==> src/rtl/frogger_pkg.sv <==
// Shared constants and types for the frogger game sequencer.
// Screen geometry, lane offset width, game-state and pending-move encodings.
package frogger_pkg;

  localparam int SCREEN_H_ACTIVE = 640;
  localparam int SCREEN_V_ACTIVE = 480;
  localparam int OFS_W           = 10;

  typedef enum logic [1:0] {
    IDLE = 2'd0,
    PLAY = 2'd1,
    DEAD = 2'd2,
    OVER = 2'd3
  } game_state_t;

  typedef enum logic [2:0] {
    MV_NONE  = 3'd0,
    MV_UP    = 3'd1,
    MV_DOWN  = 3'd2,
    MV_LEFT  = 3'd3,
    MV_RIGHT = 3'd4
  } move_t;

endpackage

==> src/rtl/frogger_game_ctrl_if.sv <==
// Renderer <-> game sequencer bundle; master is the renderer/input side, slave the sequencer.
// Frame-paced, no backpressure; time_left exists only when FROGGER_TIMER_EN is defined.
interface frogger_game_ctrl_if #(
  parameter int NUM_LANES = 5
) ();
  import frogger_pkg::*;

  logic                       frame_start;
  logic                       btn_up;
  logic                       btn_down;
  logic                       btn_left;
  logic                       btn_right;
  logic                       collide;
  logic [9:0]                 frog_x;
  logic [8:0]                 frog_y;
  logic [OFS_W*NUM_LANES-1:0] lane_offset;
  logic [1:0]                 lives;
  logic [7:0]                 score;
  logic [1:0]                 game_state;
`ifdef FROGGER_TIMER_EN
  logic [9:0]                 time_left;

  modport master (output frame_start, btn_up, btn_down, btn_left, btn_right, collide,
                  input  frog_x, frog_y, lane_offset, lives, score, game_state, time_left);
  modport slave  (input  frame_start, btn_up, btn_down, btn_left, btn_right, collide,
                  output frog_x, frog_y, lane_offset, lives, score, game_state, time_left);
`else
  modport master (output frame_start, btn_up, btn_down, btn_left, btn_right, collide,
                  input  frog_x, frog_y, lane_offset, lives, score, game_state);
  modport slave  (input  frame_start, btn_up, btn_down, btn_left, btn_right, collide,
                  output frog_x, frog_y, lane_offset, lives, score, game_state);
`endif
endinterface

==> src/rtl/frogger_lane_mover.sv <==
// One car lane: frame divider plus wrapping offset; steps once every DIV enabled frames.
// Latency: offset visible the cycle after the step_en pulse; no backpressure.
module frogger_lane_mover
  import frogger_pkg::*;
#(
  parameter int DIV      = 1,
  parameter bit DEC      = 1'b0,
  parameter int H_ACTIVE = SCREEN_H_ACTIVE
) (
  input  logic             clk,
  input  logic             reset,
  input  logic             step_en,
  output logic [OFS_W-1:0] offset
);

  localparam int CW = $clog2(DIV + 1);
  localparam logic [OFS_W-1:0] LAST_OFS = OFS_W'(H_ACTIVE - 1);

  logic [CW-1:0]    div_cnt;
  logic [OFS_W-1:0] offset_nxt;

  always_comb begin
    offset_nxt = offset + 1'b1;
    if (DEC) offset_nxt = (offset == '0) ? LAST_OFS : offset - 1'b1;
    else if (offset == LAST_OFS) offset_nxt = '0;
  end

  always_ff @(posedge clk or posedge reset) begin
    if (reset) begin
      div_cnt <= '0;
      offset  <= '0;
    end else if (step_en) begin
      if (div_cnt == CW'(DIV - 1)) begin
        div_cnt <= '0;
        offset  <= offset_nxt;
      end else begin
        div_cnt <= div_cnt + 1'b1;
      end
    end
  end

endmodule

==> src/rtl/frogger_game_ctrl.sv <==
// Frogger game sequencer: frog, lanes, lives, score and game FSM, all stepped on frame_start.
// Outputs registered (visible the cycle after the pulse); no backpressure. Option: FROGGER_TIMER_EN.
module frogger_game_ctrl
  import frogger_pkg::*;
#(
  parameter int NUM_LANES    = 5,
  parameter int H_ACTIVE     = SCREEN_H_ACTIVE,
  parameter int FROG_STEP    = 32,
  parameter int FROG_START_X = 304,
  parameter int FROG_START_Y = 448,
  parameter int START_LIVES  = 3,
  parameter int DEATH_FRAMES = 60
`ifdef FROGGER_TIMER_EN
  , parameter int TIMER_FRAMES = 900
`endif
) (
  input  logic                clk,
  input  logic                reset,
  frogger_game_ctrl_if.slave  bus
);

  localparam int DW = $clog2(DEATH_FRAMES + 1);

  game_state_t state_q, state_d;
  move_t       pend_q, pend_d, btn_move;
  logic [9:0]  frog_x_q, frog_x_d, mv_x;
  logic [8:0]  frog_y_q, frog_y_d, mv_y;
  logic [1:0]  lives_q, lives_d;
  logic [7:0]  score_q, score_d;
  logic        hit_q, hit_d, tmo;
  logic [DW-1:0] dcnt_q, dcnt_d;
`ifdef FROGGER_TIMER_EN
  logic [9:0]  timer_q, timer_d;
  assign tmo = (timer_q <= 10'd1);
  assign bus.time_left = timer_q;
`else
  assign tmo = 1'b0;
`endif

  always_comb begin
    btn_move = MV_NONE;
    if (bus.btn_up)         btn_move = MV_UP;
    else if (bus.btn_down)  btn_move = MV_DOWN;
    else if (bus.btn_left)  btn_move = MV_LEFT;
    else if (bus.btn_right) btn_move = MV_RIGHT;
  end

  // Candidate position; moves leaving the playfield are dropped here.
  always_comb begin
    mv_x = frog_x_q;
    mv_y = frog_y_q;
    case (pend_q)
      MV_UP:    if (int'(frog_y_q) >= FROG_STEP) mv_y = frog_y_q - 9'(FROG_STEP);
      MV_DOWN:  if (int'(frog_y_q) + FROG_STEP <= FROG_START_Y) mv_y = frog_y_q + 9'(FROG_STEP);
      MV_LEFT:  if (int'(frog_x_q) >= FROG_STEP) mv_x = frog_x_q - 10'(FROG_STEP);
      MV_RIGHT: if (int'(frog_x_q) + 2 * FROG_STEP <= H_ACTIVE) mv_x = frog_x_q + 10'(FROG_STEP);
      default:  ;
    endcase
  end

  always_comb begin
    state_d  = state_q;
    pend_d   = pend_q;
    frog_x_d = frog_x_q;
    frog_y_d = frog_y_q;
    lives_d  = lives_q;
    score_d  = score_q;
    hit_d    = hit_q;
    dcnt_d   = dcnt_q;
`ifdef FROGGER_TIMER_EN
    timer_d  = timer_q;
`endif
    if (!bus.frame_start) begin
      // IDLE/OVER also latch presses, only to trigger their transitions.
      if (btn_move != MV_NONE && state_q != DEAD) pend_d = btn_move;
      if (bus.collide && state_q == PLAY) hit_d = 1'b1;
    end else begin
      pend_d = MV_NONE;
      hit_d  = 1'b0;
      case (state_q)
        IDLE: if (pend_q != MV_NONE) begin
          state_d  = PLAY;
          lives_d  = 2'(START_LIVES);
          score_d  = '0;
          frog_x_d = 10'(FROG_START_X);
          frog_y_d = 9'(FROG_START_Y);
`ifdef FROGGER_TIMER_EN
          timer_d  = 10'(TIMER_FRAMES);
`endif
        end
        PLAY: begin
`ifdef FROGGER_TIMER_EN
          timer_d = timer_q - 1'b1;
`endif
          if (hit_q || tmo) begin
            state_d = DEAD;
            lives_d = lives_q - 2'd1;
            dcnt_d  = '0;
          end else if (mv_y == '0) begin
            score_d  = (score_q == 8'hFF) ? score_q : score_q + 8'd1;
            frog_x_d = 10'(FROG_START_X);
            frog_y_d = 9'(FROG_START_Y);
`ifdef FROGGER_TIMER_EN
            timer_d  = 10'(TIMER_FRAMES);
`endif
          end else begin
            frog_x_d = mv_x;
            frog_y_d = mv_y;
          end
        end
        DEAD: begin
          if (dcnt_q == DW'(DEATH_FRAMES - 1)) begin
            if (lives_q == '0) begin
              state_d = OVER;
            end else begin
              state_d  = PLAY;
              frog_x_d = 10'(FROG_START_X);
              frog_y_d = 9'(FROG_START_Y);
`ifdef FROGGER_TIMER_EN
              timer_d  = 10'(TIMER_FRAMES);
`endif
            end
          end else begin
            dcnt_d = dcnt_q + 1'b1;
          end
        end
        OVER: if (pend_q != MV_NONE) state_d = IDLE;
        default: state_d = IDLE;
      endcase
    end
  end

  always_ff @(posedge clk or posedge reset) begin
    if (reset) state_q <= IDLE;
    else       state_q <= state_d;
  end

  always_ff @(posedge clk or posedge reset) begin
    if (reset) begin
      pend_q   <= MV_NONE;
      frog_x_q <= 10'(FROG_START_X);
      frog_y_q <= 9'(FROG_START_Y);
      lives_q  <= 2'(START_LIVES);
      score_q  <= '0;
      hit_q    <= 1'b0;
      dcnt_q   <= '0;
`ifdef FROGGER_TIMER_EN
      timer_q  <= 10'(TIMER_FRAMES);
`endif
    end else begin
      pend_q   <= pend_d;
      frog_x_q <= frog_x_d;
      frog_y_q <= frog_y_d;
      lives_q  <= lives_d;
      score_q  <= score_d;
      hit_q    <= hit_d;
      dcnt_q   <= dcnt_d;
`ifdef FROGGER_TIMER_EN
      timer_q  <= timer_d;
`endif
    end
  end

  assign bus.frog_x     = frog_x_q;
  assign bus.frog_y     = frog_y_q;
  assign bus.lives      = lives_q;
  assign bus.score      = score_q;
  assign bus.game_state = state_q;

  logic lane_step;
  assign lane_step = bus.frame_start && (state_q != OVER);

  for (genvar i = 0; i < NUM_LANES; i++) begin : g_lane
    frogger_lane_mover #(
      .DIV      (i + 1),
      .DEC      (1'(i % 2)),
      .H_ACTIVE (H_ACTIVE)
    ) u_lane (
      .clk     (clk),
      .reset   (reset),
      .step_en (lane_step),
      .offset  (bus.lane_offset[OFS_W*i +: OFS_W])
    );
  end

endmodule

==> src/flat_wrapper.sv <==
// flat-port wrapper written by rule: the top's interface ports become plain ports
module frogger_game_ctrl_flat import frogger_pkg::*;
#(
  parameter int NUM_LANES    = 5,
  parameter int H_ACTIVE     = SCREEN_H_ACTIVE,
  parameter int FROG_STEP    = 32,
  parameter int FROG_START_X = 304,
  parameter int FROG_START_Y = 448,
  parameter int START_LIVES  = 3,
  parameter int DEATH_FRAMES = 60

)
  (clk, reset, bus_frame_start, bus_btn_up, bus_btn_down, bus_btn_left, bus_btn_right, bus_collide, bus_frog_x, bus_frog_y, bus_lane_offset, bus_lives, bus_score, bus_game_state);
  frogger_game_ctrl_if #(.NUM_LANES(NUM_LANES)) bus_i ();
  input  logic clk;
  input  logic reset;
  input wire logic [$bits(bus_i.frame_start)-1:0] bus_frame_start;
  input wire logic [$bits(bus_i.btn_up)-1:0] bus_btn_up;
  input wire logic [$bits(bus_i.btn_down)-1:0] bus_btn_down;
  input wire logic [$bits(bus_i.btn_left)-1:0] bus_btn_left;
  input wire logic [$bits(bus_i.btn_right)-1:0] bus_btn_right;
  input wire logic [$bits(bus_i.collide)-1:0] bus_collide;
  output wire logic [$bits(bus_i.frog_x)-1:0] bus_frog_x;
  output wire logic [$bits(bus_i.frog_y)-1:0] bus_frog_y;
  output wire logic [$bits(bus_i.lane_offset)-1:0] bus_lane_offset;
  output wire logic [$bits(bus_i.lives)-1:0] bus_lives;
  output wire logic [$bits(bus_i.score)-1:0] bus_score;
  output wire logic [$bits(bus_i.game_state)-1:0] bus_game_state;
  assign bus_i.frame_start = bus_frame_start;
  assign bus_i.btn_up = bus_btn_up;
  assign bus_i.btn_down = bus_btn_down;
  assign bus_i.btn_left = bus_btn_left;
  assign bus_i.btn_right = bus_btn_right;
  assign bus_i.collide = bus_collide;
  assign bus_frog_x = bus_i.frog_x;
  assign bus_frog_y = bus_i.frog_y;
  assign bus_lane_offset = bus_i.lane_offset;
  assign bus_lives = bus_i.lives;
  assign bus_score = bus_i.score;
  assign bus_game_state = bus_i.game_state;
  frogger_game_ctrl #(.NUM_LANES(NUM_LANES), .H_ACTIVE(H_ACTIVE), .FROG_STEP(FROG_STEP), .FROG_START_X(FROG_START_X), .FROG_START_Y(FROG_START_Y), .START_LIVES(START_LIVES), .DEATH_FRAMES(DEATH_FRAMES)) u_core (.clk(clk), .reset(reset), .bus(bus_i));
endmodule
==> config.mk <==
export PLATFORM = sky130hd
export DESIGN_NAME = frogger_game_ctrl_flat
export DESIGN_NICKNAME = d
export VERILOG_FILES = /design/src/rtl/frogger_pkg.sv /design/src/rtl/frogger_game_ctrl_if.sv /design/src/rtl/frogger_lane_mover.sv /design/src/rtl/frogger_game_ctrl.sv /design/src/flat_wrapper.sv
export SDC_FILE = /design/constraint.sdc
export NUM_CORES = 1
export LEC_CHECK = 0
export ABC_AREA = 1
export CORE_MARGIN = 2
export CORE_UTILIZATION = 40
export DETAILED_ROUTE_END_ITERATION = 8
export GPL_TIMING_DRIVEN = 0
export MAX_ROUTING_LAYER = met4
export PLACE_DENSITY_LB_ADDON = 0.05
export SYNTH_ARGS = -nofsm -noshare
export SYNTH_HDL_FRONTEND = slang
export SYNTH_SLANG_ARGS = --single-unit
==> constraint.sdc <==
create_clock -name clk -period 7.9 [get_ports clk]
set_input_delay 0.79 -clock clk [delete_from_list [all_inputs] [get_ports clk]]
set_output_delay 0.79 -clock clk [all_outputs]
set_load 0.01 [all_outputs]
==> metrics, run 1 <==
share of cells above drive strength 1 0.0816; Comb power frac 0.435; Clock Power Share 0.210; via/cell ratio 4.84; Final Power 0.00223 W; Post-CTS Setup Inserts 0; Syn-to-layout area delta 26.4%; Crit. End Element flop; pwr dens 336 nW/um2; top cells by area, synth dfrtp_1 40%, nand2_1 7.9%, inv_1 6.8%; Core ar. 12700 um2; antenna violation net count after detailed routing 0; latest clock arrival within the worst-skew pair 0.34 ns; die height 119 um; initial antenna violation count 0; CP required 8.11 ns; CTS Buffer Depth 2; Hold WS 0.478 ns; Post-DP Area 6320 um2; worst slack, placed 4.97 ns; first-pass GRT wire length 19.9 mm; Final setup viols 0; clock skew 0.0103 ns; Synth top area share 0.400; count leader, synth nand2_1; final worst slack 5.34 ns; Hold Buf Count CTS 0; DRC 0; fin nets 777; starting density of the core 0.413; Fillers 1234; max_cap viols 0; via count 4455; Clock Sinks 92; register area share after synthesis 0.440; detailed placer's ending HPWL 8.40 mm; final WL 11.3 mm; Slew headroom 0.602; Fmax 390 MHz; Pleak 3.19 nW; GRT overflow 0; Mapped Area 5250 um2; VDD IR max 0.143 mV; number of H-tree levels 3; Syn Inst Count 645; largest net degree at the start of global routing 58; status completed; Arr. time, crit path 2.78 ns; top_reg_cell synth dfrtp_1; Yosys warnings 0; most frequent cells after synthesis 111 x nand2_1, 95 x inv_1, 84 x dfrtp_1; GP Congestion 0.866; Synth Register Bits 92; Tcrit/Tclk final 0.324; Final Max Tran Viols 0; CTS tree yes; Int Pwr 0.00135 W; crit-path max FO 8; cts repair resizes 0; synth unique cells 43; I/O Buffers 79; DR pass1 iterations 4; clock root buffer clkbuf_16; drt wl/cell 12.2 um; die span in x 119 um; Least-Margin Pin Slew 0.592 ns; First DRT Iteration DRCs 239; top cell type by total area after synthesis dfrtp_1; Sequential Power Share 0.354; Fin. Hold Viols 0; Die ar. 14100 um2; Crit Path Category in -> reg; Ant. Diodes 0; cts bufs inserted 9; Sum Neg Setup Slack 0 ns; Avg Cell Area, Syn 8.15 um2; Tmin final 2.56 ns; Post-synth EDFFs 0; post-route cell area 6640 um2; P_sw 0.000887 W; floorplan row count 41; worst hold-check path type reg -> reg; Clk pin slew, worst setup/hold paths 0.07 ns; FFs w/ async S/R, synth 1.00; num ports 89; RSZ-0062 raised after global routing false; GR Util All Layers 0.174; Startpoint Class primary input; vias in the first global route 4345; switch share 0.397
## flip-flops by register name, summed over array words and instances, names as in the netlist
signal,cells
u_core.dcnt_q,6
u_core.hit_q,1
u_core.g_lane.u_lane.div_cnt,10
u_core.bus.score,8
u_core.g_lane.u_lane.offset,50
u_core.bus.game_state,2
u_core.bus.frog_x,6
u_core.bus.frog_y,4
u_core.bus.lives,2
u_core.pend_q,3
## power groups by stage
stage	Clock (W)	Combinational [W]	Sequential, W
floorplan	0	0.000558	0.000822
global placement	0	0.000960	0.000799
detailed placement	0	0.000979	0.000800
CTS	0.000484	0.000984	0.000794
global route	0.000498	0.00110	0.000823
finish	0.000470	0.000973	0.000792
## worst paths after layout
path,from,end,slack (ns),depth (start not counted)
worst min-delay path,u_core.dcnt_q[4],u_core.dcnt_q[4],0.48,1
worst max-delay path,bus_frame_start,u_core.g_lane[1].u_lane.offset[7],5.34,9
worst max register to register,u_core.bus.frog_y[6],u_core.bus.frog_x[6],5.61,15
worst min register to register,u_core.dcnt_q[4],u_core.dcnt_q[4],0.48,1
max in group asynchronous,reset,u_core.bus.lives[1],6.38,3
min in group asynchronous,reset,u_core.g_lane[1].u_lane.offset[9],0.83,2
## layer usage
| metal | global-route usage | share of wire | vias up |
|---|---|---|---|
| met5 | - | 0 | - |
| met1 | 0.228 | 0.48 | 2089 |
| met2 | 0.276 | 0.47 | 76 |
| met4 | 0.0595 | 0.015 | 0 |
| met3 | 0.0251 | 0.030 | 14 |
| li1 | - | - | 2276 |
## worst max-delay path: stages
cell	delay [ns]
clkdlybuf4s50_1	0.64
nand2_4	0.12
nor3_4	0.31
nand3_1	0.18
nor3_1	0.29
inv_1	0.10
nor2_1	0.12
xor2_1	0.16
a31oi_1	0.05
## through the flow
step | cells | util
after floorplan | 653 | -
after global placement | 904 | 0.494
after detailed placement | 905 | 0.497
after CTS | 920 | 0.522
after global routing | 920 | 0.522
final | 920 | 0.522
## cell families after synthesis
logic type | count (synthesis) | share of synthesized area
adder cells (fa/ha/maj) | 25 | 0.0595
multiplexers | 1 | 0.00191
flip-flops | 92 | 0.440
XOR/XNOR | 34 | 0.0567
AO/OA/AOI/OAI | 84 | 0.0886
AND/OR/NAND/NOR | 294 | 0.261
other | 1 | 0.000714
buffers and inverters | 114 | 0.0910
## placed cells by master (no fill, tap or decap), drive strengths merged
cell           instances
a21boi                 2
a21oi                 20
a22oi                  2
a311oi                 1
a31oi                  7
and3                   1
buf                   13
bufinv                 2
clkbuf                13
clkdlybuf4s50         79
clkinv                 1
conb                   9
dfrtp                 84
dfstp                  8
ha                    25
inv                  101
mux2i                  1
nand2                119
nand3                 61
nand3b                 1
nand4                  9
nor2                  67
nor3                  23
nor3b                  6
nor4                   5
o211ai                 3
o21a                   1
o21ai                 41
o22ai                  5
o31ai                  1
o32ai                  1
or2                    2
xnor2                  2
xor2                  32
## final cells by class
cell class              instances  area, um2  share of cell area
clock buffers                  10        239              0.0360
repair buffers                 80        818               0.123
clock inverters                 5       82.6              0.0124
inverters                      99        374              0.0563
multi-input cells             447       2490               0.375
well taps                     172        215              0.0324
flip-flops and latches         92       2310               0.348
plain buffers                  15        106              0.0160
No activity file was read; power rests on OpenSTA's default activity.
==> run 2: changes to the inputs <==
- clock period: 7.9 -> 2.6 ns (I/O delays scaled with it)
==> metrics, run 2 (synthesis gave the netlist of run 1 again) <==
status completed; buffers plus inverters on the worst setup path 1 (-1); cts bufs inserted 9 (unchanged); via count 4421 (-0.76%); via/cell ratio 4.80 (-0.98%); clock root buffer clkbuf_16; Critical Path Start u_core.bus.frog_y[6]; antenna violation net count after detailed routing 0 (unchanged); pwr dens 1010 nW/um2 (+200%); Clock Sinks 92 (unchanged); worst hold-check path type in -> async; CP max-delay cell dfstp_2; GR Util All Layers 0.177 (+0.00308); CTS tree yes; CP required 2.83 ns (-5.28 ns); Crit path top cell by count nand2_1; Sequential Area 2310 um2 (unchanged); Fin. Hold Viols 0 (unchanged); Hold WS 0.344 ns (-0.134 ns); initial antenna violation count 0 (unchanged); FF-to-FF Start u_core.bus.frog_y[6]; RSZ-0062 raised after global routing false; Startpoint Class flop; area of the multi-input gates 2490 um2 (unchanged); DR pass1 iterations 4 (unchanged); final WL 11.4 mm (+1.0%); VDD IR max 0.642 mV (+350%); Pleak 3.19 nW (about the same); Post-DP Area 6330 um2 (+0.22%); Tcrit/Tclk final 0.878; floorplan row count 41 (unchanged); post-route cell area 6650 um2 (about the same); max_cap viols 0 (unchanged); Least-Margin Pin Slew 0.621 ns (+0.0291 ns); Clk pin slew, worst setup/hold paths 0.06 ns (about the same); Tmin final 2.28 ns; commonest cells after routing, fill and taps aside 111 x nand2_1, 94 x inv_1, 84 x dfrtp_1, 79 x clkdlybuf4s50_1, 62 x nor2_1; GP Congestion 0.855 (-1.2%); First DRT Iteration DRCs 292 (+22%); reg2reg setup slack 0.32 ns (-5.29 ns); Fillers 1253 (+1.5%); first-pass GRT wire length 19.9 mm (+0.18%); Final Max Tran Viols 0 (unchanged); Crit. End Element flop; Syn-to-layout area delta 26.5% (about the same); vias in the first global route 4277 (-1.6%); drt wl/cell 12.3 um (+0.78%); Die ar. 14100 um2 (unchanged); Hold Buf Count CTS 0 (unchanged); fin nets 778 (+0.13%); family with the most delay on the worst path simple AND/OR/NAND/NOR gates; Crit Path Category reg -> reg; Sum Neg Setup Slack 0 ns (unchanged); Final Core Density 0.523 (about the same); max reg flops 50 (unchanged); CTS Buffer Depth 2 (unchanged); die span in x 119 um (unchanged); largest net degree at the start of global routing 41 (-29%); number of H-tree levels 3 (unchanged); Fmax 438 MHz; reg-to-reg endpoint u_core.bus.score[7]; Ant. Diodes 0 (unchanged); cts repair resizes 0 (unchanged); die height 119 um (unchanged); Post-CTS Setup Inserts 0 (unchanged); starting density of the core 0.413 (unchanged); Arr. time, crit path 2.51 ns (-0.27 ns); Core ar. 12700 um2 (unchanged); latest clock arrival within the worst-skew pair 0.34 ns (about the same); num ports 89 (unchanged); I/O Buffers 79 (unchanged); critical path depth 15 (+6); DRC 0 (unchanged); Final Power 0.00675 W (+200%); Final setup viols 0 (unchanged); Largest Register u_core.g_lane.u_lane.offset; commonest non-fill, non-tap cell in the layout nand2_1; clock skew 0.00743 ns (-0.00292 ns); crit-path max FO 8 (unchanged); Cell Chain, Critical Path inv_1, ha_1, nand2_1, nor2_4, nand2_2, nand3_2, nand2_1, nand2_1, nand2_2, nor2_4, nand3_4, nand2_4, nand2_2, nand2_1, nand2_1; detailed placer's ending HPWL 8.42 mm (+0.26%); GRT overflow 0 (unchanged); share of cells above drive strength 1 0.0827 (+0.00112); Worst R2R Path Depth 15 (unchanged); Slew headroom 0.585 (-0.0167); slowest stage delay, CP 0.61 ns (-0.03 ns)
-- run 2: metrics by stage --
| step | worst slack [ns] | instances |
|---|---|---|
| floorplan | 0.534 | 653 |
| global placement | 0.207 | 904 |
| detailed placement | 0.211 | 906 |
| CTS | 0.313 | 922 |
| global route | 0.0584 | 922 |
| finish | 0.317 | 922 |
-- run 2: how the worst max path moves through the flow --
stage                                                    to
final                                   u_core.bus.score[7]
after global routing                   u_core.bus.frog_x[7]
after CTS                              u_core.bus.frog_x[6]
after detailed placement  u_core.g_lane[1].u_lane.offset[7]
after global placement    u_core.g_lane[3].u_lane.offset[8]
after floorplan                         u_core.bus.score[2]
-- run 2: layout make-up --
cell class                      instances  area share
Sequential cell                        92       0.348
Timing Repair Buffer                   81       0.125
Clock inverter                          3     0.00659
Multi-Input combinational cell        447       0.375
Buffer                                 15      0.0160
Inverter                               99      0.0565
Tap cell                              172      0.0324
Clock buffer                           13      0.0407
-- run 2: where the power goes --
part / switching (W) / internal [W]
combinational: 0.00166 / 0.00132
clock: 0.000537 / 0.000824
sequential: 0.000494 / 0.00191
total: 0.00269 / 0.00406
-- run 2: per-layer routing --
metal / vias to the layer above / routed length [um] / GRT usage
met2: 97 / 5400 / 0.277
met1: 2033 / 5430 / 0.227
met5: - / 0 / -
met3: 6 / 473 / 0.0483
li1: 2285 / - / -
met4: 0 / 69 / 0.0454
==> run 3: changes to the inputs <==
--- a/config.mk
+++ b/config.mk
@@ -8,5 +8,5 @@
 export ABC_AREA = 1
 export CORE_MARGIN = 2
-export CORE_UTILIZATION = 40
+export CORE_UTILIZATION = 50
 export DETAILED_ROUTE_END_ITERATION = 8
 export GPL_TIMING_DRIVEN = 0
==> constraint.sdc (replaced) <==
create_clock -name clk -period 2.6 [get_ports clk]
set_input_delay 0.26 -clock clk [delete_from_list [all_inputs] [get_ports clk]]
set_output_delay 0.26 -clock clk [all_outputs]
set_load 0.02 [all_outputs]
==> metrics, run 3 (synthesis gave the netlist of run 1 again) <==
Core ar. 10300 um2 (-19%); DRC 0 (unchanged); number of H-tree levels 3 (unchanged); first-pass GRT wire length 19.4 mm (-2.7%); Tmin final 2.29 ns (+0.00769 ns); Slew headroom 0.633 (+0.0479); I/O Buffers 79 (unchanged); Sum Neg Setup Slack 0 ns (unchanged); Clk pin slew, worst setup/hold paths 0.10 ns (+0.04 ns); commonest cells after routing, fill and taps aside 111 x nand2_1, 94 x inv_1, 84 x dfrtp_1, 79 x clkdlybuf4s50_1, 62 x nor2_1; Startpoint Class flop; floorplan row count 37 (-9.8%); fin nets 777 (-0.13%); Fmax 437 MHz (-0.34%); VDD IR max 0.510 mV (-21%); Tcrit/Tclk final 0.881 (+0.00296); Fillers 936 (-25%); share of cells above drive strength 1 0.0814 (-0.00122); Crit. End Element flop; Final setup viols 0 (unchanged); max reg flops 50 (unchanged); CTS tree yes; Largest Register u_core.g_lane.u_lane.offset; pwr dens 1020 nW/um2 (+0.72%); Final Max Tran Viols 0 (unchanged); final WL 11.1 mm (-2.7%); DR pass1 iterations 7 (+3); via count 4527 (+2.4%); cts bufs inserted 9 (unchanged); Die ar. 11300 um2 (-19%); GR Util All Layers 0.214 (+0.0371); Clock Sinks 92 (unchanged); clock skew 0.0108 ns (+0.00340 ns); Syn-to-layout area delta 23.3%; latest clock arrival within the worst-skew pair 0.36 ns (+0.02 ns); commonest non-fill, non-tap cell in the layout nand2_1; via/cell ratio 5.12 (+6.7%); Arr. time, crit path 2.55 ns (+0.04 ns); starting density of the core 0.511 (+0.0982); Ant. Diodes 0 (unchanged); CTS Buffer Depth 2 (unchanged); First DRT Iteration DRCs 162 (-45%); die height 107 um (-10%); largest net degree at the start of global routing 39 (-4.9%); antenna violation net count after detailed routing 0 (unchanged); drt wl/cell 12.5 um (+1.3%); Hold WS 0.268 ns (-0.0756 ns); Crit Path Category reg -> reg; Fin. Hold Viols 0 (unchanged); cts repair resizes 0 (unchanged); detailed placer's ending HPWL 8.27 mm (-1.8%); crit-path max FO 8 (unchanged); num ports 89 (unchanged); GRT overflow 0 (unchanged); initial antenna violation count 0 (unchanged); max_cap viols 0 (unchanged); vias in the first global route 4373 (+2.2%); die span in x 107 um (-10%); RSZ-0062 raised after global routing false; Post-CTS Setup Inserts 0 (unchanged); Hold Buf Count CTS 0 (unchanged); Least-Margin Pin Slew 0.546 ns (-0.0756 ns); status completed; clock root buffer clkbuf_8; worst hold-check path type in -> async; GP Congestion 0.890 (+4.0%); CP required 2.86 ns (+0.03 ns); Pleak 3.12 nW (-2.2%)
[run 3: cell count changes in the layout (fill, tap and decap cells not counted)]
cell,before,now
clkbuf_16,9,0
clkbuf_8,3,9
clkinvlp_4,1,4
clkinv_2,1,0
clkinv_4,1,0
inv_8,0,1
[run 3: stage by stage]
stage / util / cells / cell area [um2] / power (W) / setup WS [ns]
after floorplan: - / 653 / 5290 / 0.00447 / 0.481
after global placement: 0.608 / 868 / 6250 / 0.00558 / 0.236
after detailed placement: 0.612 / 870 / 6290 / 0.00568 / 0.222
after CTS: 0.631 / 886 / 6480 / 0.00668 / 0.301
after global routing: 0.631 / 885 / 6480 / 0.00718 / 0.0737
final: 0.631 / 885 / 6480 / 0.00662 / 0.310
[run 3: per-layer routing]
metal  global-route usage  vias to the layer above  wire length [um]  part of all wire
li1                     -                     2282                 -                 -
met1                0.279                     2127              5210              0.47
met2                0.341                       98              5220              0.47
met3               0.0300                       20               414             0.037
met4               0.0826                        0               217             0.020
met5                    -                        -                 0                 0
[run 3: final timing paths]
kind                                       from                           endpoint  slack (ns)  cells past startpoint
max reg2reg                u_core.bus.frog_y[5]               u_core.bus.frog_x[6]        0.31                     15
min reg2reg                    u_core.dcnt_q[4]                   u_core.dcnt_q[4]        0.49                      1
max                        u_core.bus.frog_y[5]               u_core.bus.frog_x[6]        0.31                     15
min in group clk               u_core.dcnt_q[4]                   u_core.dcnt_q[4]        0.49                      1
max in group asynchronous                 reset                u_core.bus.lives[1]        1.47                      4
min                                       reset  u_core.g_lane[4].u_lane.offset[5]        0.27                      2
[run 3: cell type report]
cell class / count / area (um2) / share of cell area
inverters: 99 / 375 / 0.0579
flip-flops and latches: 92 / 2310 / 0.357
well taps: 136 / 170 / 0.0263
plain buffers: 14 / 103 / 0.0158
repair buffers: 81 / 831 / 0.128
clock inverters: 5 / 63.8 / 0.00985
clock buffers: 11 / 131 / 0.0203
multi-input cells: 447 / 2490 / 0.385
[run 3: power by group]
part           switching, W  internal, W  total [W]  leakage [nW]
logic               0.00192      0.00132    0.00325          1.91
registers          0.000491      0.00191    0.00240          1.12
clock network      0.000526     0.000452   0.000979        0.0877
[run 3: worst max-delay path: stages (launching register included)]
cell	delay [ns]
dfrtp_1	0.51
inv_1	0.16
ha_1	0.34
nand2_1	0.10
nor2_4	0.14
nand2_2	0.08
nand3_2	0.09
nand2_1	0.05
nand2_1	0.07
nand2_2	0.07
nor2_4	0.11
nand3_4	0.10
nand2_4	0.10
nand2_1	0.13
nand2_1	0.09
nand2_1	0.05
